[src/rtl/intersection_ctrl_if.sv]
// Signal bundle between the intersection scheduler and whatever drives requests
// and consumes lamp/display outputs.
interface intersection_ctrl_if;
   logic            en;
   logic            ns_ped_req;
   logic            ew_ped_req;
   logic            ns_green;
   logic            ns_yellow;
   logic            ns_red;
   logic            ew_green;
   logic            ew_yellow;
   logic            ew_red;
   logic            ns_walk;
   logic            ew_walk;
   logic            ns_ped_pend;
   logic            ew_ped_pend;
   logic [1:0][7:0] display_led;

   modport master (
      output en, ns_ped_req, ew_ped_req,
      input  ns_green, ns_yellow, ns_red, ew_green, ew_yellow, ew_red,
      input  ns_walk, ew_walk, ns_ped_pend, ew_ped_pend, display_led
   );

   modport slave (
      input  en, ns_ped_req, ew_ped_req,
      output ns_green, ns_yellow, ns_red, ew_green, ew_yellow, ew_red,
      output ns_walk, ew_walk, ns_ped_pend, ew_ped_pend, display_led
   );
endinterface

[src/rtl/intersection_ctrl.sv]
// Two-head intersection scheduler: all-red separated NS/EW phases driven by a
// seconds countdown, with pedestrian requests shortening the opposing green.
//
// state     | meaning
// ALLRED_A  | clearance before NS green, both heads red
// NS_GREEN  | NS green + walk, EW red
// NS_YELLOW | NS yellow, EW red
// ALLRED_B  | clearance before EW green, both heads red
// EW_GREEN  | EW green + walk, NS red
// EW_YELLOW | EW yellow, NS red
module intersection_ctrl #(
   parameter int pSECOND_CNT_VALUE = 99,
   parameter int pGREEN_INIT_VAL   = 14,
   parameter int pYELLOW_INIT_VAL  = 2,
   parameter int pALLRED_INIT_VAL  = 1,
   parameter int pPED_CUT_VAL      = 3
) (
   input logic                 clk,
   input logic                 rst_n,
   intersection_ctrl_if.slave  bus
);

   localparam int PW = (pSECOND_CNT_VALUE < 1) ? 1 : $clog2(pSECOND_CNT_VALUE + 1);

   typedef enum logic [2:0] {
      ALLRED_A, NS_GREEN, NS_YELLOW, ALLRED_B, EW_GREEN, EW_YELLOW
   } state_t;

   state_t        state_q, state_d;
   logic [6:0]    count_q, count_d;
   logic [PW-1:0] presc_q, presc_d;
   logic          ns_pend_q, ns_pend_d;
   logic          ew_pend_q, ew_pend_d;
   logic          tick;
   logic          cut;

   function automatic state_t next_of(input state_t s);
      case (s)
         ALLRED_A:  next_of = NS_GREEN;
         NS_GREEN:  next_of = NS_YELLOW;
         NS_YELLOW: next_of = ALLRED_B;
         ALLRED_B:  next_of = EW_GREEN;
         EW_GREEN:  next_of = EW_YELLOW;
         default:   next_of = ALLRED_A;
      endcase
   endfunction

   function automatic logic [6:0] init_of(input state_t s);
      case (s)
         NS_GREEN, EW_GREEN:   init_of = 7'(pGREEN_INIT_VAL);
         NS_YELLOW, EW_YELLOW: init_of = 7'(pYELLOW_INIT_VAL);
         default:              init_of = 7'(pALLRED_INIT_VAL);
      endcase
   endfunction

   assign tick = bus.en && (presc_q == PW'(pSECOND_CNT_VALUE));
   // Truncation is not gated by en: a pending crossing shortens green even while frozen.
   assign cut  = (count_q > 7'(pPED_CUT_VAL)) &&
                 (((state_q == NS_GREEN) && ew_pend_q) ||
                  ((state_q == EW_GREEN) && ns_pend_q));

   always_comb begin
      state_d   = state_q;
      count_d   = count_q;
      presc_d   = presc_q;
      ns_pend_d = ns_pend_q;
      ew_pend_d = ew_pend_q;

      if (bus.en) begin
         presc_d = tick ? '0 : presc_q + PW'(1);
      end

      if (cut) begin
         count_d = 7'(pPED_CUT_VAL);
      end else if (tick) begin
         if (count_q != 7'd0) begin
            count_d = count_q - 7'd1;
         end else begin
            state_d = next_of(state_q);
            count_d = init_of(state_d);
         end
      end

      if (bus.ns_ped_req && (state_q != NS_GREEN)) ns_pend_d = 1'b1;
      if (bus.ew_ped_req && (state_q != EW_GREEN)) ew_pend_d = 1'b1;
      // Entering a green serves that direction's crossing; clear wins over a same-cycle set.
      if ((state_d == NS_GREEN) && (state_q != NS_GREEN)) ns_pend_d = 1'b0;
      if ((state_d == EW_GREEN) && (state_q != EW_GREEN)) ew_pend_d = 1'b0;
   end

   always_ff @(posedge clk) begin
      if (!rst_n) begin
         state_q   <= ALLRED_A;
         count_q   <= 7'(pALLRED_INIT_VAL);
         presc_q   <= '0;
         ns_pend_q <= 1'b0;
         ew_pend_q <= 1'b0;
      end else begin
         state_q   <= state_d;
         count_q   <= count_d;
         presc_q   <= presc_d;
         ns_pend_q <= ns_pend_d;
         ew_pend_q <= ew_pend_d;
      end
   end

   always_comb begin
      bus.ns_green  = 1'b0;
      bus.ns_yellow = 1'b0;
      bus.ns_red    = 1'b0;
      bus.ew_green  = 1'b0;
      bus.ew_yellow = 1'b0;
      bus.ew_red    = 1'b0;
      case (state_q)
         NS_GREEN:  begin bus.ns_green  = 1'b1; bus.ew_red = 1'b1; end
         NS_YELLOW: begin bus.ns_yellow = 1'b1; bus.ew_red = 1'b1; end
         EW_GREEN:  begin bus.ew_green  = 1'b1; bus.ns_red = 1'b1; end
         EW_YELLOW: begin bus.ew_yellow = 1'b1; bus.ns_red = 1'b1; end
         default:   begin bus.ns_red    = 1'b1; bus.ew_red = 1'b1; end
      endcase
   end

   assign bus.ns_walk        = (state_q == NS_GREEN);
   assign bus.ew_walk        = (state_q == EW_GREEN);
   assign bus.ns_ped_pend    = ns_pend_q;
   assign bus.ew_ped_pend    = ew_pend_q;
   assign bus.display_led[1] = 8'(count_q / 7'd10);
   assign bus.display_led[0] = 8'(count_q % 7'd10);

endmodule
[src/flat_wrapper.sv]
// flat-port wrapper written by rule: the top's interface ports become plain ports
module intersection_ctrl_flat 
#(
   parameter int pSECOND_CNT_VALUE = 99,
   parameter int pGREEN_INIT_VAL   = 14,
   parameter int pYELLOW_INIT_VAL  = 2,
   parameter int pALLRED_INIT_VAL  = 1,
   parameter int pPED_CUT_VAL      = 3
)
  (clk, rst_n, bus_en, bus_ns_ped_req, bus_ew_ped_req, bus_ns_green, bus_ns_yellow, bus_ns_red, bus_ew_green, bus_ew_yellow, bus_ew_red, bus_ns_walk, bus_ew_walk, bus_ns_ped_pend, bus_ew_ped_pend, bus_display_led);
  intersection_ctrl_if bus_i ();
  input logic clk;
  input logic rst_n;
  input wire logic [$bits(bus_i.en)-1:0] bus_en;
  input wire logic [$bits(bus_i.ns_ped_req)-1:0] bus_ns_ped_req;
  input wire logic [$bits(bus_i.ew_ped_req)-1:0] bus_ew_ped_req;
  output wire logic [$bits(bus_i.ns_green)-1:0] bus_ns_green;
  output wire logic [$bits(bus_i.ns_yellow)-1:0] bus_ns_yellow;
  output wire logic [$bits(bus_i.ns_red)-1:0] bus_ns_red;
  output wire logic [$bits(bus_i.ew_green)-1:0] bus_ew_green;
  output wire logic [$bits(bus_i.ew_yellow)-1:0] bus_ew_yellow;
  output wire logic [$bits(bus_i.ew_red)-1:0] bus_ew_red;
  output wire logic [$bits(bus_i.ns_walk)-1:0] bus_ns_walk;
  output wire logic [$bits(bus_i.ew_walk)-1:0] bus_ew_walk;
  output wire logic [$bits(bus_i.ns_ped_pend)-1:0] bus_ns_ped_pend;
  output wire logic [$bits(bus_i.ew_ped_pend)-1:0] bus_ew_ped_pend;
  output wire logic [$bits(bus_i.display_led)-1:0] bus_display_led;
  assign bus_i.en = bus_en;
  assign bus_i.ns_ped_req = bus_ns_ped_req;
  assign bus_i.ew_ped_req = bus_ew_ped_req;
  assign bus_ns_green = bus_i.ns_green;
  assign bus_ns_yellow = bus_i.ns_yellow;
  assign bus_ns_red = bus_i.ns_red;
  assign bus_ew_green = bus_i.ew_green;
  assign bus_ew_yellow = bus_i.ew_yellow;
  assign bus_ew_red = bus_i.ew_red;
  assign bus_ns_walk = bus_i.ns_walk;
  assign bus_ew_walk = bus_i.ew_walk;
  assign bus_ns_ped_pend = bus_i.ns_ped_pend;
  assign bus_ew_ped_pend = bus_i.ew_ped_pend;
  assign bus_display_led = bus_i.display_led;
  intersection_ctrl #(.pSECOND_CNT_VALUE(pSECOND_CNT_VALUE), .pGREEN_INIT_VAL(pGREEN_INIT_VAL), .pYELLOW_INIT_VAL(pYELLOW_INIT_VAL), .pALLRED_INIT_VAL(pALLRED_INIT_VAL), .pPED_CUT_VAL(pPED_CUT_VAL)) u_core (.clk(clk), .rst_n(rst_n), .bus(bus_i));
endmodule
[config.mk]
export PLATFORM = sky130hd
export DESIGN_NAME = intersection_ctrl_flat
export DESIGN_NICKNAME = d
export VERILOG_FILES = /design/src/rtl/intersection_ctrl_if.sv /design/src/rtl/intersection_ctrl.sv /design/src/flat_wrapper.sv
export SDC_FILE = /design/constraint.sdc
export NUM_CORES = 1
export LEC_CHECK = 0
export BUFFER_PORTS_ARGS = -buffer_cell sky130_fd_sc_hd__buf_2
export CAP_MARGIN = 25
export CORE_ASPECT_RATIO = 0.75
export CORE_MARGIN = 3
export CORE_UTILIZATION = 50
export CTS_CLUSTER_SIZE = 28
export DETAILED_ROUTE_END_ITERATION = 8
export PLACE_DENSITY = 0.83
export RECOVER_POWER = 50
export SYNTH_ARGS = -nofsm -noshare
export SYNTH_HDL_FRONTEND = slang
export SYNTH_SLANG_ARGS = --single-unit
[constraint.sdc]
create_clock -name clk -period 2.1 [get_ports clk]
set_clock_uncertainty 0.2 [all_clocks]
set_input_delay 0.105 -clock clk [delete_from_list [all_inputs] [get_ports clk]]
set_output_delay 0.105 -clock clk [all_outputs]
set_load 0.01 [all_outputs]
==> metrics.log <==
INFO  metric grt_max_degree = 13
INFO  metric design_power = 0.688 mW
INFO  metric finish.instance_area = 2340 um^2
INFO  metric failed_checks = setup timing
INFO  metric globalRouteTotalUtil = 24.6%
INFO  metric run_status = finished with violations
INFO  metric htreeDepth = 1
INFO  metric syn-instance-count = 219
INFO  metric layout.cells.most_common_list = buf_4 (31), nor2_1 (22), nand2_1 (19)
INFO  metric critical_path_required = 1790 ps
INFO  metric worst_setup_hold_path_clk_slew = 80 ps
INFO  metric hold_viol_final = 0
INFO  metric finalWirelength = 5910 um
INFO  metric worstPathCellList = buf_6 -> nor4_1 -> a311oi_2 -> o2bb2ai_4 -> nor2b_4 -> a211o_1 -> buf_6
INFO  metric clk_path_buf_depth = 2
INFO  metric timing_max_transition_violations_final = 0
INFO  metric slowest_delay = 500 ps
INFO  metric asyncSetResetFlopFracSynth = 0%
INFO  metric area_of_the_multi_input_gates = 1330 um^2
INFO  metric io_pins = 31
INFO  metric critPathKind = register to output port
INFO  metric drt-initial-drc-count = 264
INFO  metric grt_util_met1 = 32.0%
INFO  metric worstHoldPathType = input port to register
INFO  metric finalCritPeriodShare = 115%
INFO  metric timing.final.ws_setup = -313 ps
INFO  metric fin_crit = 2410 ps
INFO  metric synth.distinct_cells = 49
INFO  metric drt-pass1-iter-count = 5
INFO  metric clock_sinks = 19
INFO  metric power.leakage = 0.923 nW
INFO  metric grt_antenna_before_repair = 0
INFO  metric grt_first_pass_wirelength = 7550 um
INFO  metric route.antenna.remaining_nets = 0
INFO  metric dieArea = 3920 um^2
INFO  metric first_global_vias = 1,600
INFO  metric drv_cap = 0
INFO  metric synth-warning-count = 0
INFO  metric worst_skew_pair.late_latency = 270 ps
INFO  metric crit_path_top_delay_cell = nor4_1
INFO  metric pre_cts_ws = -20.5 ps
INFO  metric final_nets = 283
INFO  metric timing.setup.tns = -2140 ps
INFO  metric synth-main-ff-cell = dfxtp_1
INFO  metric slew_headroom = 64.6%
INFO  metric placed_cells_incl_taps = 297
INFO  metric grt_setup_unrepaired = yes
INFO  metric met3_usage = 6.50%
INFO  metric gp_routability_congestion = 0.913
INFO  metric syn-cell-area = 1600 um^2
INFO  metric startpoint_type = register
INFO  metric post_drt_wl_per_cell = 19.0 um
INFO  metric buffer_ports.inserted = 26
INFO  metric dpl_cell_area = 1930 um^2
INFO  metric synth_enable_flop_cells = 0
INFO  metric synthToLayoutAreaGrowth = 46.4%
INFO  metric mean_syn_cell_area = 7.30 um^2
INFO  metric max_clock_freq = 0.414 GHz
INFO  metric report.final.setup_viol = 8
INFO  metric whs = 17.6 ps
INFO  metric rows = 17
INFO  metric most_congested_layer_reported_by_global_routing = met2
INFO  metric final_core_utilization = 78.1%
INFO  metric layout_commonest_cell = buf_4
INFO  metric fillerInstances = 187
INFO  metric num_antenna_cells = 0
INFO  metric tritoncts.num_buffers = 3
INFO  metric cellPowerDensity = 294 nW/um^2
INFO  metric path_buf_inv = 2
INFO  metric drc_markers = 0
INFO  metric path_max_fanout = 9
INFO  metric die_h = 55.0 um
INFO  metric hpwlAfterDp = 3050 um
INFO  metric floorplan.core_area = 3000 um^2
INFO  metric worstMarginPinSlew = 527 ps
INFO  metric tritoncts_clock_tree = yes
INFO  metric initial_utilization = 53.3%
INFO  metric fin_cells = 310
INFO  metric worst_path_dominant_cell_family = compound AO/OA/AOI/OAI gates
INFO  metric register_area_share_after_synthesis = 23.8%
INFO  metric crit_arrival = 2110 ps
INFO  metric grt_overflow = 0
INFO  metric grt_util_met2 = 42.2%
INFO  metric sequential_cell_area = 399 um^2
INFO  metric ir_drop = 0.342 mV
INFO  metric post_route_cells_drive_above_1_share = 40.4%
INFO  metric num_vias = 2,001
INFO  metric ctsRootBufferMaster = clkbuf_8
INFO  metric ys_ff_latch = 19
INFO  metric die_width = 71.3 um
INFO  metric critPathMostFrequentCell = buf_6
INFO  metric detail_route.vias_per_cell = 6.45
INFO  metric critical_path.endpoint_type = output port
-- timing repair --
action / CTS / global route
resized for setup: 35 / 39
setup buffers: 4 / 3
pin swaps: 14 / 10
endpoints found under the setup margin: 10 / 14
hold buffers: 2 / 0
endpoints found under the hold margin: 7 / 0
-- worst reg2reg max path: stages, from the launching register on --
cell and delay [ps]:
dfxtp_1 340, ha_1 210, nand4_2 100, or4_4 470, a211o_4 360, a211o_1 240
a21boi_2 110
-- Yosys cell counts (4+ instances only) --
cell type | number | area, um^2
nand2b_1 | 4 | 25.0
buf_4 | 7 | 52.6
inv_1 | 7 | 26.3
nand2_1 | 20 | 75.1
dfxtp_1 | 19 | 380
nor4b_1 | 4 | 35.0
o21ai_0 | 16 | 80.1
clkbuf_1 | 8 | 30.0
nand3_1 | 4 | 20.0
a21oi_1 | 13 | 65.1
nor3_1 | 9 | 45.0
xnor2_1 | 4 | 35.0
buf_2 | 6 | 30.0
o2bb2ai_1 | 4 | 35.0
nor2b_1 | 13 | 81.3
nor2_1 | 23 | 86.3
ha_1 | 5 | 62.6
mux2i_1 | 4 | 40.0
-- where the power goes --
part,switching (mW),total (mW),internal (mW)
registers,0.00465,0.366,0.361
clock network,0.145,0.280,0.134
logic,0.0225,0.0425,0.0201
-- final timing paths --
kind	from	to	slack, ps	depth (start not counted)
worst min-delay path	bus_en	u_core.presc_q[0]$_SDFFE_PN0P_	20	3
worst max register to register	u_core.presc_q[1]$_SDFFE_PN0P_	u_core.state_q[0]$_SDFF_PN0_	30	6
worst max-delay path	u_core.count_q[3]$_SDFFE_PP0P_	bus_display_led[2]	-310	7
worst min register to register	u_core.presc_q[6]$_SDFFE_PN0P_	u_core.presc_q[6]$_SDFFE_PN0P_	350	2
-- area by class of cell --
class | instances | share of cell area [%]
clock buffer | 3 | 1.76
clock inverter | 1 | 0.321
sequential | 19 | 17.0
multi-input combinational | 173 | 56.7
timing repair buffer | 69 | 21.0
tap | 38 | 2.03
inverter | 7 | 1.12
-- state kept, by name, indices dropped and copies added (netlist names) --
| name | flops |
|---|---|
| u_core.bus.ew_ped_pend | 1 |
| u_core.bus.ns_ped_pend | 1 |
| u_core.count_q | 7 |
| u_core.presc_q | 7 |
| u_core.state_q | 3 |
-- cell families (layout without fill, tap and decap cells) --
group / Yosys count / after routing / synth area share [%]
AND/OR/NAND/NOR: 97 / 97 / 32.2
XOR/XNOR: 7 / 7 / 3.83
buffers and inverters: 30 / 80 / 9.62
AO/OA/AOI/OAI: 56 / 56 / 23.9
adder cells (fa/ha/maj): 5 / 5 / 3.91
multiplexers: 4 / 4 / 2.50
flip-flops: 19 / 19 / 23.8
other: 1 / 4 / 0.235
-- layer usage --
metal	routed length, um	up-vias
li1	-	887
met2	2740	132
met4	282	0
met5	0	-
met1	2320	942
met3	554	40
Note: power is estimated with default switching activity, not from simulation.
